==> config.mk <==
export PLATFORM = sky130hd
export DESIGN_NAME = pc_unit
export DESIGN_NICKNAME = d
export VERILOG_FILES = /design/src/rtl/pc_unit_pkg.sv /design/src/rtl/pc_unit_sat_counter.sv /design/src/rtl/pc_unit.sv
export SDC_FILE = /design/constraint.sdc
export NUM_CORES = 1
export LEC_CHECK = 0
export CAP_MARGIN = 20
export CORE_MARGIN = 1
export CORE_UTILIZATION = 40
export CTS_CLUSTER_DIAMETER = 60
export DETAILED_ROUTE_END_ITERATION = 6
export PLACE_DENSITY = 0.67
export SETUP_SLACK_MARGIN = 0.02
export SKIP_LAST_GASP = 1
export SYNTH_ARGS = -nofsm -noshare
export SYNTH_HDL_FRONTEND = slang
export SYNTH_SLANG_ARGS = --single-unit
==> constraint.sdc <==
create_clock -name clk -period 2.1 [get_ports clk]
set_input_delay 0.42 -clock clk [delete_from_list [all_inputs] [get_ports clk]]
set_output_delay 0.42 -clock clk [all_outputs]
set_load 0.01 [all_outputs]
==> src/rtl/pc_unit_pkg.sv <==
// Shared processor constants: fetch FSM state encoding and default address width.
package pc_unit_pkg;

    localparam int unsigned PcWidth = 16;

    typedef enum logic [1:0] {
        StIdle = 2'b00,
        StRun  = 2'b01,
        StHalt = 2'b10
    } pc_state_e;

endpackage

==> src/rtl/pc_unit_sat_counter.sv <==
// Saturating up-counter: increments on inc_i and sticks at all-ones.
module sat_counter #(
    parameter int unsigned WIDTH = 16
) (
    input  logic             clk_i,
    input  logic             rst_i,
    input  logic             inc_i,
    output logic [WIDTH-1:0] count_o
);

    logic [WIDTH-1:0] count_d, count_q;

    always_comb begin
        count_d = count_q;
        if (inc_i && (count_q != '1)) begin
            count_d = count_q + 1'b1;
        end
    end

    always_ff @(posedge clk_i or posedge rst_i) begin
        if (rst_i) begin
            count_q <= '0;
        end else begin
            count_q <= count_d;
        end
    end

    assign count_o = count_q;

endmodule

==> src/rtl/pc_unit.sv <==
// Program counter with IDLE/RUN/HALT fetch control, branch redirect, wrong-path flush
// and a saturating count of taken redirects.
module pc_unit
    import pc_unit_pkg::*;
#(
    parameter int unsigned     WIDTH    = PcWidth,
    parameter logic [WIDTH-1:0] RESET_PC = '0
) (
    input  logic             clk,
    input  logic             reset,
    input  logic             start,
    input  logic             stall,
    input  logic             take,
    input  logic [WIDTH-1:0] target,
    input  logic             halt_req,
    output logic [WIDTH-1:0] pc,
    output logic             flush,
    output logic             running,
    output logic             halted,
    output logic [15:0]      branch_cnt
);

    pc_state_e        state_d, state_q;
    logic [WIDTH-1:0] pc_d, pc_q;
    logic             flush_d, flush_q;
    logic             redirect;

    // Priority in RUN: halt_req > take > stall > increment.
    always_comb begin
        state_d  = state_q;
        pc_d     = pc_q;
        flush_d  = 1'b0;
        redirect = 1'b0;
        unique case (state_q)
            StIdle, StHalt: begin
                if (start) begin
                    state_d = StRun;
                end
            end
            StRun: begin
                if (halt_req) begin
                    state_d = StHalt;
                end else if (take) begin
                    pc_d     = target;
                    flush_d  = 1'b1;
                    redirect = 1'b1;
                end else if (!stall) begin
                    pc_d = pc_q + 1'b1;
                end
            end
            default: state_d = StIdle;
        endcase
    end

    always_ff @(posedge clk or posedge reset) begin
        if (reset) begin
            state_q <= StIdle;
            pc_q    <= RESET_PC;
            flush_q <= 1'b0;
        end else begin
            state_q <= state_d;
            pc_q    <= pc_d;
            flush_q <= flush_d;
        end
    end

    sat_counter #(
        .WIDTH (16)
    ) u_branch_cnt (
        .clk_i   (clk),
        .rst_i   (reset),
        .inc_i   (redirect),
        .count_o (branch_cnt)
    );

    assign pc      = pc_q;
    assign flush   = flush_q;
    assign running = (state_q == StRun);
    assign halted  = (state_q == StHalt);

endmodule

==> flow_metrics.env <==
export IMPL_first_pass_iters=4
export IMPL_synth_cell_type_count=48
export IMPL_core_um2=4750
export IMPL_htree_levels=2
export IMPL_grt_max_degree=36
export IMPL_fin_crit_sh_pct=89.1
export IMPL_io_pins=57
export IMPL_skew_ns=0.00654
export IMPL_hold_buffers=0
export IMPL_fillCellCount=418
export IMPL_crit_path_max_fanout=5
export IMPL_port_buffers=56
export IMPL_synth_edf_count=0
export IMPL_synthCells=212
export IMPL_p_leak_nw=1.19
export IMPL_critPathKind="register to primary output"
export IMPL_clk_pin_slew_ns=0.07
export IMPL_drv_slew=0
export IMPL_synth_avg_cell_area_um2=9.42
export IMPL_setup_ws_ns=0.229
export IMPL_synth_nets=236
export IMPL_grt_use_total_pct=20.9
export IMPL_die_area_um2=5280
export IMPL_grt_pass1_wl_mm=8.48
export IMPL_outcome="finished clean"
export IMPL_vias=1873
export IMPL_hold_viol=0
export IMPL_clock_sinks=35
export IMPL_netlist_top_cell_by_area="dfrtp_1"
export IMPL_finalSetupViolations=0
export IMPL_powerDensity_nw_per_um2=905
export IMPL_max_freq_mhz=534
export IMPL_ys_async_sr_fraction_pct=100
export IMPL_syn_area_um2=2000
export IMPL_clkLatencyLatePin_ns=0.28
export IMPL_cts_buffers=5
export IMPL_yosysWarningCount=0
export IMPL_nets=306
export IMPL_via_per_inst=5.35
export IMPL_yosys_area_top_type_share_pct=43.9
export IMPL_synth_flop_cell="dfrtp_1"
export IMPL_clockBufferDepth=2
export IMPL_max_vdd_ir_drop_mv=0.568
export IMPL_hp_class="register to register"
export IMPL_die_w_um=72.7
export IMPL_cts_setup_buffers=0
export IMPL_yosys_cell_count_top_type="dfrtp_1"
export IMPL_gp_congestion=0.845
export IMPL_tightest_slew_ns=0.444
export IMPL_yosys_top_cells_count="dfrtp_1 (35), nand2_1 (20), nand3_1 (16), xor2_1 (15), nor4_1 (13)"
export IMPL_grt_remaining_overflow=0
export IMPL_areaGrowthSynthToFinish_pct=41.5
export IMPL_cts_root_buffer="clkbuf_8"
export IMPL_startpoint_type="register"
export IMPL_yosysSeqAreaShare_pct=43.9
export IMPL_wl_per_cell_um=14.6
export IMPL_min_period_ns=1.87
export IMPL_drt_wl_total_mm=5.12
export IMPL_die_height_um=72.7
export IMPL_diodes=0
export IMPL_cap_violations=0
export IMPL_drt_iter0_markers=108
export IMPL_core_rowCount=25
export IMPL_grt_pass1_vias=1722
export IMPL_drive_above_1_share_pct=11.3
export IMPL_route_detailed_drc=0
export IMPL_drtAntennaViolNets=0
export IMPL_ctsResizeCount=0
export IMPL_dp_worst_setup_slack_ns=-0.0393
export IMPL_slew_headroom_pct=70.1
export IMPL_rsz0062_at_grt="no"
export IMPL_cts_tree="yes"
export IMPL_arrival_ns=1.45
export IMPL_power_mw=2.56
export IMPL_initial_utilization_pct=42.0
export IMPL_worst_setup_path_end_kind="primary output"
export IMPL_cp_required_ns=1.68
export IMPL_ys_ff_latch=35
export IMPL_synthTopCellsByArea="dfrtp_1 (44%), xor2_1 (6.6%), nor4_1 (4.1%), nand3_1 (4.0%), nand2_1 (3.8%)"
export IMPL_antenna_found_initial=0
export IMPL_hpwl_mm=3.73
## kinds of logic (layout without fill, tap and decap cells)
family                     after synthesis  in the layout  synth area share (%)
muxes                                    5              5                  2.57
buffers and inverters                   18             89                  4.07
xor gates and xnor gates                15             15                  6.58
AOI/OAI and AO/OA                       41             41                  13.5
adders and majority gates                2              2                  1.25
and+or+nand+nor                         96             96                  28.2
DFF                                     35             35                  43.9
## per-stage QoR
stage	std cells	utilization, %	hold slack (ns)	instance area, um^2	TNS (ns)
finish	350	59.4	0.490	2830	0
global route	350	59.4	0.512	2830	0
CTS	350	59.4	0.496	2830	0
detailed placement	342	57.3	0.486	2730	-0.0545
global placement	342	57.3	0.485	2730	0
floorplan	212	-	0.479	2000	0
## worst max-delay path, cell delays in order, from the launching register on
cell and delay [ns]:
dfrtp_1 0.41, and2b_1 0.23, clkdlybuf4s50_1 0.54
## placed cells by master (no fill, tap or decap), drive strengths merged, types with 2 or more instances in the layout
| cell | count |
|---|---|
| clkdlybuf4s50 | 56 |
| dfrtp | 35 |
| nand2 | 21 |
| nand3 | 16 |
| buf | 16 |
| xor2 | 15 |
| nor4 | 15 |
| a21oi | 11 |
| o21ai | 10 |
| nor2 | 9 |
| nor3 | 9 |
| nand4 | 9 |
| clkbuf | 8 |
| inv | 7 |
| nor2b | 4 |
| mux2i | 4 |
| a211oi | 3 |
| and4 | 2 |
| or3 | 2 |
| o22ai | 2 |
| a22oi | 2 |
| o41a | 2 |
| o2bb2ai | 2 |
| o41ai | 2 |
| o211ai | 2 |
| ha | 2 |
| nor3b | 2 |
| clkinv | 2 |
## registers in the layout (all words and copies together) (netlist names)
signal,flops
pc,16
u_branch_cnt.count_o,16
flush,1
state_q,2
## layout make-up
| class | instances | area, um^2 | area share [%] |
|---|---|---|---|
| well taps | 67 | 83.8 | 2.97 |
| flip-flops and latches | 35 | 876 | 31.0 |
| repair buffers | 72 | 681 | 24.1 |
| inverters | 9 | 38.8 | 1.37 |
| clock buffers | 8 | 100 | 3.54 |
| multi-input cells | 159 | 1050 | 37.0 |
## final timing paths
kind | slack, ns | end | depth (start not counted) | start
max in group asynchronous | 1.24 | pc[0]$_DFFE_PP0P_ | 3 | reset
min in group asynchronous | 0.54 | pc[5]$_DFFE_PP0P_ | 3 | reset
hold / removal | 0.49 | u_branch_cnt.count_o[13]$_DFFE_PP0P_ | 1 | u_branch_cnt.count_o[13]$_DFFE_PP0P_
setup reg to reg | 0.34 | u_branch_cnt.count_o[6]$_DFFE_PP0P_ | 6 | u_branch_cnt.count_o[0]$_DFFE_PP0P_
setup / recovery | 0.23 | halted | 2 | state_q[0]$_DFFE_PP0P_
hold reg to reg | 0.49 | u_branch_cnt.count_o[13]$_DFFE_PP0P_ | 1 | u_branch_cnt.count_o[13]$_DFFE_PP0P_
## metal layers
metal  GRT usage (%)  wire length (um)
met1            31.8              2620
met2            30.2              2250
met3            3.87               177
met4            5.88                68
met5               0                 0
## power breakdown
part	leakage [nW]	total [mW]	switching, mW	internal, mW
combinational	0.697	0.988	0.455	0.533
clock	0.0515	0.530	0.230	0.299
sequential	0.437	1.04	0.203	0.836
Power figures use the tool's default switching activity.
